[config.mk]
export PLATFORM = sky130hd
export DESIGN_NAME = if_fetch_unit
export DESIGN_NICKNAME = d
export VERILOG_FILES = /design/src/rtl/arm_pkg.sv /design/src/rtl/if_hold_buf.sv /design/src/rtl/if_fetch_unit.sv
export SDC_FILE = /design/constraint.sdc
export NUM_CORES = 1
export LEC_CHECK = 0
export ABC_AREA = 1
export BUFFER_PORTS_ARGS = -buffer_cell sky130_fd_sc_hd__buf_4
export CORE_ASPECT_RATIO = 0.75
export CORE_MARGIN = 5
export CORE_UTILIZATION = 57
export DETAILED_ROUTE_END_ITERATION = 10
export MAX_ROUTING_LAYER = met4
export PLACE_DENSITY_LB_ADDON = 0.2
export SETUP_SLACK_MARGIN = 0.1
export SLEW_MARGIN = 20
export SYNTH_ARGS = -nofsm -noshare
export SYNTH_HDL_FRONTEND = slang
export SYNTH_SLANG_ARGS = --single-unit
[constraint.sdc]
create_clock -name clk -period 2.2 [get_ports clk]
set_input_delay 0.33 -clock clk [delete_from_list [all_inputs] [get_ports clk]]
set_output_delay 0.33 -clock clk [all_outputs]
set_load 0.01 [all_outputs]
[src/rtl/arm_pkg.sv]
// Shared fetch-stage definitions: word width, PC step/reset value, fetch FSM states.
package arm_pkg;

   localparam int                WORD_W   = 32;
   localparam logic [WORD_W-1:0] PC_STEP  = 32'd4;
   localparam logic [WORD_W-1:0] RESET_PC = 32'd0;

   typedef enum logic [0:0] {
      ST_FETCH = 1'b0,
      ST_HOLD  = 1'b1
   } fetch_state_e;

   function automatic logic [WORD_W-1:0] word_align(input logic [WORD_W-1:0] addr);
      return addr & 32'hFFFF_FFFC;
   endfunction

endpackage

[src/rtl/if_hold_buf.sv]
// One-entry buffer keeping a returned instruction word and its fetch address while the pipe is frozen.
module if_hold_buf
   import arm_pkg::*;
(
   input  logic              clk,
   input  logic              rst,
   input  logic              load,
   input  logic              clear,
   input  logic [WORD_W-1:0] data_in,
   input  logic [WORD_W-1:0] pc_in,
   output logic [WORD_W-1:0] data,
   output logic [WORD_W-1:0] pc
);

   // buffer storage; clear wins over load
   always_ff @(posedge clk) begin
      if (rst) begin
         data <= 32'd0;
         pc   <= 32'd0;
      end else if (clear) begin
         data <= 32'd0;
         pc   <= 32'd0;
      end else if (load) begin
         data <= data_in;
         pc   <= pc_in;
      end else begin
         data <= data;
         pc   <= pc;
      end
   end

endmodule

[src/rtl/if_fetch_unit.sv]
// Instruction fetch unit: one request in flight, freeze hold buffer, branch squash/redirect.
// Optional IF_PERF_CNT_EN adds fetch_cnt/squash_cnt performance counters.
module if_fetch_unit
   import arm_pkg::*;
(
   input  logic              clk,
   input  logic              rst,
   input  logic              freeze,
   input  logic              branch_taken,
   input  logic [WORD_W-1:0] branch_addr,
   output logic              imem_req,
   output logic [WORD_W-1:0] imem_addr,
   input  logic [WORD_W-1:0] imem_rdata,
   input  logic              imem_ready,
   output logic [WORD_W-1:0] pc,
   output logic [WORD_W-1:0] instruction,
   output logic              if_valid
`ifdef IF_PERF_CNT_EN
   ,
   output logic [31:0]       fetch_cnt,
   output logic [31:0]       squash_cnt
`endif
);

   fetch_state_e      state_r, state_s;
   logic [WORD_W-1:0] fetch_pc_r, fetch_pc_s;
   logic              squash_r, squash_s;
   logic [WORD_W-1:0] target_r, target_s;
   logic [WORD_W-1:0] pc_s, instr_s;
   logic              deliver_s, discard_s;
   logic              buf_load_s, buf_clear_s;
   logic [WORD_W-1:0] buf_data_s, buf_pc_s;
   logic [WORD_W-1:0] br_target_s;

   assign br_target_s = word_align(branch_addr);
   assign imem_req    = (state_r == ST_FETCH);
   assign imem_addr   = fetch_pc_r;

   if_hold_buf u_hold_buf (
      .clk     (clk),
      .rst     (rst),
      .load    (buf_load_s),
      .clear   (buf_clear_s),
      .data_in (imem_rdata),
      .pc_in   (fetch_pc_r),
      .data    (buf_data_s),
      .pc      (buf_pc_s)
   );

   // next-state, redirect and delivery decisions
   always_comb begin
      state_s     = state_r;
      fetch_pc_s  = fetch_pc_r;
      squash_s    = squash_r;
      target_s    = target_r;
      pc_s        = pc;
      instr_s     = instruction;
      deliver_s   = 1'b0;
      discard_s   = 1'b0;
      buf_load_s  = 1'b0;
      buf_clear_s = 1'b0;
      case (state_r)
         ST_FETCH: begin
            if (imem_ready) begin
               if (branch_taken || squash_r) begin
                  // a coincident branch overrides any previously latched target
                  discard_s = 1'b1;
                  squash_s  = 1'b0;
                  if (branch_taken) begin
                     fetch_pc_s = br_target_s;
                  end else begin
                     fetch_pc_s = target_r;
                  end
               end else if (freeze) begin
                  buf_load_s = 1'b1;
                  state_s    = ST_HOLD;
               end else begin
                  deliver_s  = 1'b1;
                  pc_s       = fetch_pc_r + PC_STEP;
                  instr_s    = imem_rdata;
                  fetch_pc_s = fetch_pc_r + PC_STEP;
               end
            end else if (branch_taken) begin
               squash_s = 1'b1;
               target_s = br_target_s;
            end else begin
               state_s = ST_FETCH;
            end
         end
         ST_HOLD: begin
            if (branch_taken) begin
               discard_s   = 1'b1;
               buf_clear_s = 1'b1;
               fetch_pc_s  = br_target_s;
               state_s     = ST_FETCH;
            end else if (!freeze) begin
               deliver_s   = 1'b1;
               buf_clear_s = 1'b1;
               pc_s        = buf_pc_s + PC_STEP;
               instr_s     = buf_data_s;
               fetch_pc_s  = buf_pc_s + PC_STEP;
               state_s     = ST_FETCH;
            end else begin
               state_s = ST_HOLD;
            end
         end
         default: begin
            state_s = ST_FETCH;
         end
      endcase
   end

   // state, fetch address and delivered-instruction registers
   always_ff @(posedge clk) begin
      if (rst) begin
         state_r     <= ST_FETCH;
         fetch_pc_r  <= RESET_PC;
         squash_r    <= 1'b0;
         target_r    <= 32'd0;
         pc          <= 32'd0;
         instruction <= 32'd0;
         if_valid    <= 1'b0;
      end else begin
         state_r     <= state_s;
         fetch_pc_r  <= fetch_pc_s;
         squash_r    <= squash_s;
         target_r    <= target_s;
         pc          <= pc_s;
         instruction <= instr_s;
         if_valid    <= deliver_s;
      end
   end

`ifdef IF_PERF_CNT_EN
   // delivered / discarded word counters, wrapping
   always_ff @(posedge clk) begin
      if (rst) begin
         fetch_cnt  <= 32'd0;
         squash_cnt <= 32'd0;
      end else begin
         fetch_cnt  <= fetch_cnt + {31'd0, deliver_s};
         squash_cnt <= squash_cnt + {31'd0, discard_s};
      end
   end
`else
   logic unused_discard_s;
   assign unused_discard_s = discard_s;
`endif

endmodule

# After elaboration in Yosys (flattened, before gate mapping)
# Cells that the tools add are included.
[totals] regBits=195 output_inout_bits=98
[op_classes] addsub=2 n_eq_ne=8 n_mux=33 bitwise_logic=2 n_reduce_logical=7
[op_table] operator="$mux 32" n=14
[op_table] operator="$pmux 32 s2" n=3
[op_table] operator="$add 32x3->32 const B" n=2
[op_table] operator="$mux 1" n=14
[op_table] operator="$ne 2x2->1 const B" n=4
[op_table] operator="$reduce_and 3->1" n=2
[op_table] operator="$reduce_and 5->1" n=1
[op_table] operator="$ne 2x1->1 const B" n=2
[op_table] operator="$pmux 1 s2" n=2
[op_table] operator="$ne 3x2->1 const B" n=1
[op_table] operator="$ne 3x3->1 const B" n=1
[op_table] operator="$not 1->1" n=2
[op_table] operator="$reduce_and 2->1" n=1
[op_table] operator="$reduce_bool 2->1" n=1
[op_table] operator="$reduce_or 2->1" n=1
[op_table] operator="$logic_or 1x1->1" n=1

# Logic depth before layout (Yosys ltp)
[depth] ltp_word=5 depth_mapped=13 ltp_nobuf=13

# Hierarchy
# From an unflattened synthesis, not the netlist that was laid out.
[unflattened] hier_cells=1637 hier_area_um2=10542.6
[by_module_without_submodules] mod="if_fetch_unit" instances=1 cells_per_inst=1232 area_per_inst_um2=7871.3 seq_area_each_um2=2622.5
[by_module_without_submodules] mod="if_hold_buf" instances=1 cells_per_inst=405 area_per_inst_um2=2671.3 seq_area_each_um2=1281.2

# Least setup slack after synthesis
# Ideal clock, no wire load.
[synth_path] path_type="flip-flop to flip-flop" startpoint="register fetch_pc_r[2], in the netlist imem_addr[2]" endpoint="register fetch_pc_r[18], in the netlist imem_addr[18]" setup_time_ns=0.070 arrival_ns=1.620 setup_slack_ns=0.510 path_stages_with_launch=11 n_path_buf=0 period_less_slack_ns=1.690 cell_sequence="dfxtp_1 -> ha_1 -> nand3_2 -> inv_1 -> nand2_2 -> nor2_4 -> xor2_1 -> nand2_1 -> nand2_1 -> nand2_1 -> a21oi_1"
[synth_via] elab_chain_cells=5
[synth_rtl] element="from (decl)" line_no="if_fetch_unit.sv:26" text="logic [WORD_W-1:0] fetch_pc_r, fetch_pc_s;"
[synth_rtl] element="from (signal assigned)" line_no="if_fetch_unit.sv:125" text="fetch_pc_r <= fetch_pc_s;"
[synth_rtl] element="$add 32x3->32" line_no="if_fetch_unit.sv:81" text="fetch_pc_s = fetch_pc_r + PC_STEP;"
[synth_rtl] element="$mux 32" line_no="if_fetch_unit.sv:74" text="end else if (freeze) begin"
[synth_rtl] element="$mux 32" line_no="if_fetch_unit.sv:65" text="if (branch_taken || squash_r) begin"
[synth_rtl] element="$mux 32" line_no="if_fetch_unit.sv:64" text="if (imem_ready) begin"
[synth_rtl] element="$pmux 32 s2" line_no="if_fetch_unit.sv:62" text="case (state_r)"
# No other way between the ends. The select of a mux whose other input is x is not followed.
# A chain may end at the register's enable or synchronous reset.

# Worst setup path after layout
[layout_path] startpoint="register u_hold_buf.pc[3]" endpoint="register pc[12]"
[layout_via] elab_chain_cells=4
[layout_rtl] element="from (decl)" line_no="if_hold_buf.sv:12" text="output logic [WORD_W-1:0] pc"
[layout_rtl] element="from (signal assigned)" line_no="if_hold_buf.sv:25" text="pc <= pc_in;"
[layout_rtl] element="from (signal assigned)" line_no="if_hold_buf.sv:28" text="pc <= pc;"
[layout_rtl] element="$add 32x3->32" line_no="if_fetch_unit.sv:99" text="pc_s = buf_pc_s + PC_STEP;"
[layout_rtl] element="$mux 32" line_no="if_fetch_unit.sv:96" text="end else if (!freeze) begin"
[layout_rtl] element="$mux 32" line_no="if_fetch_unit.sv:91" text="if (branch_taken) begin"
[layout_rtl] element="$pmux 32 s2" line_no="if_fetch_unit.sv:62"
[layout_rtl] element="to (signal assigned)" line_no="if_fetch_unit.sv:128" text="pc <= pc_s;"
[layout_rtl] element="to (decl)" line_no="if_fetch_unit.sv:15" text="output logic [WORD_W-1:0] pc,"
# No other way between the ends. The select of a mux whose other input is x is not followed.

==> run metrics <==
met1 Use GR=a little under half; syn avg cell area=6.61 um^2; Register Area=3910 um^2; most common cell after layout, fill and taps aside=nand2_1; die height=between 100 and 150 um; DRC viols=0; H-tree depth=4; critical path's slowest cell=dfxtp_1; CTS tree=done; crit path kind=reg -> reg; Setup crit end kind=flop; ranking of synthesized cells by area=dfxtp_1 39%, nand2_1 17%, a21oi_1 6.6%; Reg2Reg Depth=10; I/O Buffers=164; Ys Warns=0; Primary FF master, synth=dfxtp_1; Worst path max stage delay=0.36 ns; most used routing layer=met1; Area Growth Syn to Fin=21.3%; Fin Hold WS=0.160 ns; fin cells=1,908; Routed WL=33.9 mm; number of cell rows=42; biggest area consumer among synthesized cells=dfxtp_1; crit path cell chain=ha_1 > nand2_1 > nor2_2 > nand2_2 > nor2_4 > a21oi_1 > o21ai_0 > nand3_1 > o211ai_1 > inv_1; wire per inst=17.7 um; library cells used by synthesis=41; register clock-pin slew on the reported worst setup and hold paths=0.08 ns; global-route wire length before repair=53.0 mm; Final Skew=0.00832 ns; VDD IR max=0.498 mV; Least-Margin Pin Slew=about 0.66 ns; Slew HR=55.5%; largest net degree at the start of global routing=83; CTS Sinks=between 150 and 200; fin worst setup slack=0.202 ns; CTS root buf=clkbuf_16; register bit count reported by yosys=195; Antenna Nets Post-Route=0; Skew-Pair Late Insertion Delay=0.44 ns; DRT Pass-1 Iters=5; Final nets=roughly 1,700; vias in the first global route=10,200; fill count=1,464; crit-path max FO=6; Max clock buf depth=2; Final Core Density=a little over two thirds; status=finished clean; post-CTS setup buffer count=0; top-area cell type share of the netlist area=38.9%; Initial Utilization=between 50% and 60%; Placed Cells=1,876; Via density=5.80; Worst setup SP type=flop; setup slack at placement=0.201 ns; Critical R2R Launch=u_hold_buf.pc[3]; hold depth=3; Leak=5.19 nW; reg2reg end=pc[12]; All-Layer GR Usage=33.3%; area of the multi-input gates=approximately 5300 um^2; Finish-stage setup viols=0; setup tns final=0 ns; grt met2 use=45.8%; initial antenna violation count=0; Die ar.=roughly 20,000 um^2; Syn Inst Count=1,519; Data arrival, critical path=~2.3 ns; sequential-to-total area share from yosys stat=38.9%; crit share post-route=90.8%; Final HPWL DP=23.9 mm; final count of pins violating max slew=0; most frequent cells in the layout=454 x nand2_1, 203 x buf_4, 194 x dfxtp_1, 132 x a21oi_1, 130 x nand3_1; Worst EP required=roughly 2.5 ns; hold_sp=imem_rdata[16]; core region area=~17,000 um^2; pwr dens=a little under 700 nW/um^2; mapped cell area=10,000 um^2; Hold EP=instruction[16]; met3 Track Usage GR=11.5%; Hold Vio Cnt, Final=0; hold crit path type=in -> reg; die width=163 um; ANT cells=0; Max-Cap Viols=0; RSZ-0062 raised after global routing=true; global route overflow=0; num ports=167; share of cells above drive strength 1=17.0%; reg2reg setup slack=0.20 ns; DR iter-0 viols=approximately 1,300; CP bufs+invs=1; syn_nets=1,590; CTS buffer count=17; Post-synth EDFFs=0; kind of cell adding the most delay to the critical path=simple AND/OR/NAND/NOR gates; Peak Freq=501 MHz; gp weighted congestion=about 1.1; via count=~11,000; min Tclk post-route=around 2.0 ns; asr flop ratio synth=0%
[cells in the mapped netlist (all sizes together) (8+ instances only)]
| cell type | instances |
|---|---|
| a211oi | 22 |
| a21oi | 132 |
| a31oi | 51 |
| buf | 47 |
| clkbuf | 47 |
| dfxtp | 195 |
| inv | 105 |
| nand2 | 461 |
| nand3 | 132 |
| nand4 | 8 |
| nor2 | 141 |
| nor3 | 9 |
| o211ai | 14 |
| o21ai | 104 |
| xor2 | 15 |
[how the worst max path moves through the flow]
stage	slack, ns	end	start	depth (start not counted)
after CTS	0.26	pc[14]	u_hold_buf.pc[3]	9
after floorplan	0.51	imem_addr[18]	imem_addr[2]	10
after global placement	0.27	pc[27]	branch_taken	7
after detailed placement	0.20	instruction[24]	branch_taken	7
final	0.20	pc[12]	u_hold_buf.pc[3]	10
after global routing	0.1	pc[13]	u_hold_buf.pc[4]	8
[power by group]
group	switching [mW]	internal [mW]
Sequential	0.193	3.72
Combinational	0.813	0.540
Clock	1.54	1.55
[flip-flops by register name (all words and copies together), names as in the netlist]
register and flops:
imem_addr 32, instruction 32, pc 32, target_r 32, u_hold_buf.data 32, u_hold_buf.pc 32, if_valid 1, squash_r 1
state_r 1
[worst register-to-register path, stage by stage (launching register included)]
cell and delay, ns:
dfxtp_1 0.36, ha_1 0.21, nand2_1 0.08, nor2_2 0.14
nand2_2 0.13, nor2_4 0.18, a21oi_1 0.08, o21ai_0 0.27
nand3_1 0.25, o211ai_1 0.15, inv_1 0.05
[area by class of cell]
| type | count | share of cell area [%] |
|---|---|---|
| multi-input cells | 1122 | 43.8 |
| flip-flops and latches | 195 | 32.1 |
| repair buffers | 209 | 13.6 |
| clock buffers | 19 | 3.64 |
| inverters | 108 | 3.33 |
| well taps | 242 | 2.49 |
| clock inverters | 13 | 1.11 |
[cell families after synthesis]
kind of cell	share of synthesized area (%)
simple gates	32.2
xor+xnor	1.98
mux	0.299
fa+ha+maj	0.249
buf+inv	8.11
compound gates	18.3
flops	38.9
[stage by stage]
stage,instance area (um^2),power [mW]
2_1_floorplan,10000,4.67
3_3_place_gp,11600,5.28
3_5_place_dp,11600,5.30
4_1_cts,12200,8.33
5_1_grt,12200,8.63
6_report,12200,8.35
[per-layer routing]
metal / up-vias / routed length (um)
li1: 5267 / -
met1: 5052 / 14100
met2: 677 / 14000
met3: 74 / 4960
met4: 0 / 855
met5: - / 0
[repair_timing]
item	CTS	global route
endpoints found under the setup margin	0	4
gates resized for setup	0	3
hold buffers	0	0
Note: power is estimated with default switching activity, not from simulation.
